### src/rtl/rec2pol_scheduler.sv
// -----------------------------------------------------------------------------
// rec2pol_scheduler
//
// Shares a single rec2pol_wind CORDIC core (x,y -> modulus,angle) between
// NREQ wind-sensor channels. A round-robin arbiter picks a requester. Its
// operands are latched onto the core inputs, and the core is started with a
// one-cycle pulse. The core has no done flag, so a down-counter waits a fixed
// LATENCY before the modulus and angle are captured. The result is then
// presented with the owning channel id.
//
// Optional build macro: R2P_ZERO_BYPASS_EN
//   When defined, a granted (0,0) operand pair is not sent to the core. The
//   result (0,0) is produced the cycle after ack instead.
//
// Parameters:
//   NREQ     number of requesters (2..4)
//   IDW      channel id width, 2**IDW >= NREQ
//   LATENCY  cycles from the core sampling start to its outputs being stable
//
// Ports:
//   clock         system clock, rising edge
//   reset         asynchronous active-low reset
//   req           per-channel level request, held with stable operands until ack
//   x_in, y_in    packed signed operands, channel i at [16i+15:16i]
//   ack           one-hot one-cycle pulse: the channel's operands are captured
//   cordic_start  one-cycle start pulse to the core
//   cordic_x/y    operands to the core, stable from ack until the next grant
//   cordic_mod    core modulus result
//   cordic_angle  core angle result
//   res_valid     one-cycle pulse: res_id/res_mod/res_angle are valid
//   res_id        channel that owns the result
//   res_mod       captured modulus
//   res_angle     captured angle
//   busy          high while not IDLE
// -----------------------------------------------------------------------------
module rec2pol_scheduler #(
  parameter int NREQ    = 4,
  parameter int IDW     = 2,
  parameter int LATENCY = 16
) (
  input  logic                 clock,
  input  logic                 reset,
  input  logic [NREQ-1:0]      req,
  input  logic [NREQ*16-1:0]   x_in,
  input  logic [NREQ*16-1:0]   y_in,
  output logic [NREQ-1:0]      ack,
  output logic                 cordic_start,
  output logic [15:0]          cordic_x,
  output logic [15:0]          cordic_y,
  input  logic [15:0]          cordic_mod,
  input  logic [15:0]          cordic_angle,
  output logic                 res_valid,
  output logic [IDW-1:0]       res_id,
  output logic [15:0]          res_mod,
  output logic [15:0]          res_angle,
  output logic                 busy
);

  typedef enum logic [1:0] {IDLE, ISSUE, WAIT} state_t;

  state_t            state, state_n;
  logic [IDW-1:0]    ptr, ptr_n;
  logic [IDW-1:0]    gnt, gnt_n;
  logic [7:0]        cnt, cnt_n;
  logic [NREQ-1:0]   ack_n;
  logic              start_n;
  logic [15:0]       x_n, y_n;
  logic              rv_n;
  logic [IDW-1:0]    rid_n;
  logic [15:0]       rmod_n, rang_n;
  logic              busy_n;

  logic              found;
  logic [IDW-1:0]    gsel;
  logic [NREQ-1:0]   gonehot;
  logic [15:0]       sel_x, sel_y;
  logic [IDW-1:0]    ptr_after;

`ifdef R2P_ZERO_BYPASS_EN
  logic              bypass, bypass_n;
  logic              zero_ops;
`endif

  // Round-robin search. Channels at or above the pointer are scanned first,
  // then the ones below it, which gives the wrap-around order without
  // computed indices.
  always_comb begin
    found   = 1'b0;
    gsel    = '0;
    gonehot = '0;
    sel_x   = '0;
    sel_y   = '0;
    for (int i = 0; i < NREQ; i++) begin
      if (!found && req[i] && (i >= int'(ptr))) begin
        found      = 1'b1;
        gsel       = IDW'(i);
        gonehot    = '0;
        gonehot[i] = 1'b1;
        sel_x      = x_in[16*i +: 16];
        sel_y      = y_in[16*i +: 16];
      end
    end
    for (int i = 0; i < NREQ; i++) begin
      if (!found && req[i] && (i < int'(ptr))) begin
        found      = 1'b1;
        gsel       = IDW'(i);
        gonehot    = '0;
        gonehot[i] = 1'b1;
        sel_x      = x_in[16*i +: 16];
        sel_y      = y_in[16*i +: 16];
      end
    end
  end

  // The pointer moves one past the channel that was just served.
  always_comb begin
    if (gnt == IDW'(NREQ - 1)) begin
      ptr_after = '0;
    end else begin
      ptr_after = gnt + IDW'(1);
    end
  end

`ifdef R2P_ZERO_BYPASS_EN
  assign zero_ops = (sel_x == 16'd0) && (sel_y == 16'd0);
`endif

  // Next-state and next-output logic. Every output is a register, so this
  // block computes the value that each one takes at the next edge.
  always_comb begin
    state_n = state;
    ptr_n   = ptr;
    gnt_n   = gnt;
    cnt_n   = cnt;
    ack_n   = '0;
    start_n = 1'b0;
    x_n     = cordic_x;
    y_n     = cordic_y;
    rv_n    = 1'b0;
    rid_n   = res_id;
    rmod_n  = res_mod;
    rang_n  = res_angle;
`ifdef R2P_ZERO_BYPASS_EN
    bypass_n = bypass;
`endif
    case (state)
      IDLE: begin
        if (found) begin
          gnt_n   = gsel;
          x_n     = sel_x;
          y_n     = sel_y;
          ack_n   = gonehot;
          state_n = ISSUE;
`ifdef R2P_ZERO_BYPASS_EN
          start_n  = !zero_ops;
          bypass_n = zero_ops;
`else
          start_n = 1'b1;
`endif
        end
      end
      ISSUE: begin
`ifdef R2P_ZERO_BYPASS_EN
        // A zero operand pair never reaches the core. The ack cycle is
        // followed directly by a (0,0) result.
        if (bypass) begin
          rv_n    = 1'b1;
          rid_n   = gnt;
          rmod_n  = '0;
          rang_n  = '0;
          ptr_n   = ptr_after;
          state_n = IDLE;
        end else begin
          cnt_n   = 8'(LATENCY - 1);
          state_n = WAIT;
        end
`else
        cnt_n   = 8'(LATENCY - 1);
        state_n = WAIT;
`endif
      end
      WAIT: begin
        // The count reaches zero on the edge that lies LATENCY cycles after
        // the core sampled start. That is when its outputs are stable.
        if (cnt == 8'd0) begin
          rmod_n  = cordic_mod;
          rang_n  = cordic_angle;
          rv_n    = 1'b1;
          rid_n   = gnt;
          ptr_n   = ptr_after;
          state_n = IDLE;
        end else begin
          cnt_n = cnt - 8'd1;
        end
      end
      default: begin
        state_n = IDLE;
      end
    endcase
    busy_n = (state_n != IDLE);
  end

  // State and registered outputs. Reset discards any conversion in flight.
  always_ff @(posedge clock or negedge reset) begin
    if (!reset) begin
      state        <= IDLE;
      ptr          <= '0;
      gnt          <= '0;
      cnt          <= '0;
      ack          <= '0;
      cordic_start <= 1'b0;
      cordic_x     <= '0;
      cordic_y     <= '0;
      res_valid    <= 1'b0;
      res_id       <= '0;
      res_mod      <= '0;
      res_angle    <= '0;
      busy         <= 1'b0;
`ifdef R2P_ZERO_BYPASS_EN
      bypass       <= 1'b0;
`endif
    end else begin
      state        <= state_n;
      ptr          <= ptr_n;
      gnt          <= gnt_n;
      cnt          <= cnt_n;
      ack          <= ack_n;
      cordic_start <= start_n;
      cordic_x     <= x_n;
      cordic_y     <= y_n;
      res_valid    <= rv_n;
      res_id       <= rid_n;
      res_mod      <= rmod_n;
      res_angle    <= rang_n;
      busy         <= busy_n;
`ifdef R2P_ZERO_BYPASS_EN
      bypass       <= bypass_n;
`endif
    end
  end

endmodule

### config.mk
export PLATFORM = sky130hd
export DESIGN_NAME = rec2pol_scheduler
export DESIGN_NICKNAME = d
export VERILOG_FILES = /design/src/rtl/rec2pol_scheduler.sv
export SDC_FILE = /design/constraint.sdc
export NUM_CORES = 1
export LEC_CHECK = 0
export BUFFER_PORTS_ARGS = -buffer_cell sky130_fd_sc_hd__buf_2
export CAP_MARGIN = 20
export CORE_AREA = 5 5 127 129
export CTS_BUF_LIST = sky130_fd_sc_hd__clkbuf_8
export CTS_CLUSTER_DIAMETER = 200
export DETAILED_ROUTE_END_ITERATION = 10
export DIE_AREA = 0 0 132 134
export GPL_ROUTABILITY_DRIVEN = 0
export HOLD_SLACK_MARGIN = 0.06
export PLACE_DENSITY_LB_ADDON = 0.3
export SLEW_MARGIN = 20
export SYNTH_ARGS = -nofsm -noshare
export SYNTH_HDL_FRONTEND = slang
export SYNTH_SLANG_ARGS = --single-unit
### constraint.sdc
create_clock -name clock -period 2.2 [get_ports clock]
set_input_delay 0 -clock clock [delete_from_list [all_inputs] [get_ports clock]]
set_output_delay 0 -clock clock [all_outputs]
set_load 0.005 [all_outputs]
==> impl.org <==
** Status
- The run finished with clean final reports.

** Clocking
- Buffers inserted during clock tree synthesis total 9.
- After clock tree synthesis, the clock-pin slew on the worst setup and hold paths is 100 ps.
- Clk Latency, worst-skew pair :: 380 ps
- Root Buffer Master :: sky130_fd_sc_hd__clkbuf_8
- The clock tree synthesis step divided the H-tree into 3 levels.
- Largest buffer count on any clock path :: 2
- TritonCTS built the clock tree.
- Clock Sink Count :: 87

** Logic synthesis
- Unique cell type count in the Yosys netlist :: 43
- Total of warnings raised by yosys :: 0
- Netlist area before placement :: 5120 µm²
- Of the post-synthesis cell area, the dominant cell type holds 0.425.
- After synthesis, the mean cell area works out to 10.0 µm².
- Synthesis inferred 87 register bits.
- Number of instances in the synthesized netlist :: 510
- Async set or reset register ratio after synthesis :: 1.00
- The most used flip-flop cell after synthesis is sky130_fd_sc_hd__dfrtp_1.
- Number of synthesized flops with an enable pin :: 0
- The largest total area in the synthesized netlist belongs to sky130_fd_sc_hd__dfrtp_1.
- The number of nets handed over by synthesis was 679.
- Cells taking the most area after synthesis :: sky130_fd_sc_hd__dfrtp_1, sky130_fd_sc_hd__a222oi_1, sky130_fd_sc_hd__a221oi_2, sky130_fd_sc_hd__mux2_4, sky130_fd_sc_hd__a211oi_1
- Sequential-to-total area share from yosys stat :: 0.425

** Hold path
- Counting instances, the worst hold path has a depth of 3.
- The path class of the tightest hold or removal check is input pin to flip-flop.
- For hold timing, the worst endpoint is cordic_y[13].
- In this run the most critical hold path is launched from y_in[61].

** Worst setup path
- Traced cell by cell, the critical path runs through buf_6 -> nand4_1 -> nand2_1 -> buf_4 -> a211oi_1 -> a221oi_1.
- Along the worst path, the maximum fanout reaches 40.
- In this run the register-to-register setup slack is 140 ps.
- On the critical path the largest part of the delay comes from buffers and inverters.
- Kind of critical path :: flip-flop to flip-flop
- Cells on worst reg2reg path :: 6
- Data on the critical path is required at its endpoint by 2470 ps.
- For this run, the slowest stage of the critical path takes 380 ps.
- Data arrival time of the critical path :: 2340 ps
- Destination of the worst register-to-register timing path :: cordic_y[7]
- On the critical path, the stage with the largest delay is an instance of sky130_fd_sc_hd__nand4_1.
- The startpoint identified for the worst register-to-register timing path is ptr[1].
- Setup crit start kind :: flip-flop
- The critical path contains buffers and inverters numbering 2 combined.
- The worst setup path is captured at a flip-flop.

** Place
- The HPWL after detailed placement is 13.4 mm.
- Number of buffers inserted by port buffering :: 238
- After detailed placement, the design holds a cell count of 907.

** STA
- Pins over their slew limit :: 0
- At the pin with the least slew margin, the transition time is 695 ps.
- Setup violations remaining at the end of the flow were counted as 0.
- Total negative setup slack :: 0 ps
- The number of hold violations in the final report is 0.
- Final clock skew :: 8.44 ps
- Worst slew margin relative to its limit :: 0.537
- Timing-limited maximum frequency :: 0.484 GHz
- Part of the cycle the worst path needs :: 0.938
- Final worst path period need :: 2060 ps
- Setup repair after global routing missed its margin :: no

** Routing
- First DRT Iteration DRCs :: 669
- In the routed layout, each cell is associated on average with a via count of 5.83.
- The detailed router placed 6171 vias in this run.
- The count of nets left with antenna violations once routing finished came out at 0.
- The first TritonRoute pass finished after 6 iterations.
- After detailed routing, the number of remaining DRC violations is 0.
- Wire length per cell after detailed routing :: 20.4 µm
- The final layout contains routed wiring with a total length of 21.6 mm.

** Final layout
- The count of cells in the finished layout, fillers not included, comes to 1059.
- Post-layout net count :: 1035
- Of the cells placed in the final design, the portion with a size suffix greater than 1 is 0.394.
- Relative to the synthesized area, the layout overhead comes to 58.6%.

** Floorplanning
- The core region is 14900 µm².
- In this run the vertical extent of the chip is 134 µm.
- The initial utilization of the core area, before any placement, comes to 0.343.
- Area of the die :: 17700 µm²
- DIE WIDTH :: 132 µm
- After floorplanning, the core was divided into 45 placement rows.
- During I/O placement, the number of pins put on the boundary was 239.

** Pwr
- Total power per unit cell area :: 770 nW/µm²
- The internal portion of the total power is 3.91 mW.
- Across the VDD grid, the largest voltage drop is 0.367 mV.
- Sw Share :: 0.375
- Sw Pwr :: 2.34 mW
- The share of total power dissipated in combinational logic is 0.416.
- Of the total power, registers draw 0.373.
- Reported leakage power :: 3.68 nW
- Of the total power, the clock network draws 0.211.

** GRT
- Entering global routing, the biggest net connects 50 pins.
- The initial antenna violation count came to 1.
- The first global-routing pass estimated 34.2 mm of wire.
- In the global route stage, overall resource usage came out at 0.238.
- For this run the aggregate overflow at the end of global routing stands at 0.
- Vias in the first global route :: 6767

** Job
- Number of maximum-capacitance constraint violations :: 0
==> worst reg2reg max path, delay by kind of cell (launching register included) <==
family / cells / cell delay [ps]
flip-flops: 1 / 370
AO/OA/AOI/OAI: 2 / 390
buffers and inverters: 2 / 620
AND/OR/NAND/NOR: 2 / 580
==> per-layer routing <==
layer  vias up  part of all wire  global-route usage
li1       2710                 -                   -
met1      2951              0.37               0.263
met2       392              0.51               0.416
met3       118             0.069              0.0503
met4         0             0.051               0.151
met5         -                 0                   0
==> state kept, by name (all words and copies together) (netlist names), 2 cells and up <==
name / count
res_angle: 16
res_mod: 16
cnt: 8
cordic_y: 16
ptr: 2
state: 2
gnt: 2
res_id: 2
cordic_x: 16
ack: 4
==> timing repair <==
item	CTS	global route
endpoints found under the setup margin	10	32
hold endpoints to repair	112	0
hold buffers	133	0
gates resized for setup	0	2
pin swaps	1	2
gates cloned	1	0
setup buffers	0	2
==> cell usage in the layout (no fill, tap or decap), drive strengths merged, types with 3 or more instances in the layout <==
master and instances:
clkbuf 9, and3 3, dlygate4sd3 133, ha 3, inv 8, a221oi 32
a211oi 33, dfrtp 87, nand2 40, nor3 5, mux2 35, a222oi 32
o22ai 33, nand2b 4, nor2 45, buf 264, nand3 38, a21oi 36
==> worst max-delay path by stage <==
stage          cells after the start            end  startpoint
2_1_floorplan                      6  res_angle[10]      cnt[5]
3_3_place_gp                       6    cordic_y[4]      ptr[0]
3_5_place_dp                       6    cordic_y[4]      ptr[0]
4_1_cts                            6    cordic_y[7]      ptr[1]
5_1_grt                            7    cordic_y[7]      ptr[0]
6_report                           6    cordic_y[7]      ptr[1]
==> cell families after synthesis <==
kind of cell             Yosys count  synth area share
AO/OA/AOI/OAI                    177             0.280
XOR/XNOR                           2           0.00342
adder cells (fa/ha/maj)            3           0.00733
buffers and inverters             59            0.0582
flip-flops                        87             0.425
multiplexers                      35            0.0895
AND/OR/NAND/NOR                  147             0.136
==> power by group through the flow <==
stage	registers, mW	clock network (mW)	logic (mW)
2_1_floorplan	2.33	0	1.41
3_3_place_gp	2.33	0	2.34
3_5_place_dp	2.35	0	2.41
4_1_cts	2.33	1.34	2.60
5_1_grt	2.39	1.41	2.87
6_report	2.33	1.32	2.60
==> area by class of cell <==
type                       count  area [µm²]
antenna                        1        2.50
clock buffer                   9         124
clock inverter                 6        93.8
fill                        1299        6800
inverter                       6        22.5
multi-input combinational    365        2690
sequential                    87        2180
tap                          188         235
timing repair buffer         397        2770
==> cell usage after synthesis, types with 2 or more instances <==
master and count:
sky130_fd_sc_hd__a211oi_1 33, sky130_fd_sc_hd__a21oi_1 36, sky130_fd_sc_hd__a221oi_1 13, sky130_fd_sc_hd__a221oi_2 19, sky130_fd_sc_hd__a222oi_1 32, sky130_fd_sc_hd__a31oi_1 2, sky130_fd_sc_hd__and3_1 3, sky130_fd_sc_hd__buf_1 2
sky130_fd_sc_hd__buf_2 22, sky130_fd_sc_hd__buf_6 6, sky130_fd_sc_hd__clkbuf_1 22, sky130_fd_sc_hd__dfrtp_1 87, sky130_fd_sc_hd__ha_1 3, sky130_fd_sc_hd__inv_1 6, sky130_fd_sc_hd__mux2_2 18, sky130_fd_sc_hd__mux2_4 17
sky130_fd_sc_hd__nand2_1 40, sky130_fd_sc_hd__nand2b_1 4, sky130_fd_sc_hd__nand3_1 38, sky130_fd_sc_hd__nand3b_1 2, sky130_fd_sc_hd__nor2_1 45, sky130_fd_sc_hd__nor2b_1 2, sky130_fd_sc_hd__nor3_1 4, sky130_fd_sc_hd__o21ai_0 2
sky130_fd_sc_hd__o22ai_1 33, sky130_fd_sc_hd__xor2_1 2
==> stage by stage <==
step	worst slack (ps)	hold WS, ps	util	area, µm²	power [mW]
6_report	135	63.0	0.544	8120	6.25
4_1_cts	6.65	60.0	0.542	8090	6.26
5_1_grt	3.40	74.0	0.544	8120	6.67
2_1_floorplan	440	-296	-	5120	3.73
3_5_place_dp	-108	92.2	0.438	6530	4.76
3_3_place_gp	-106	88.9	0.438	6530	4.67
Power figures use the tool's default switching activity.
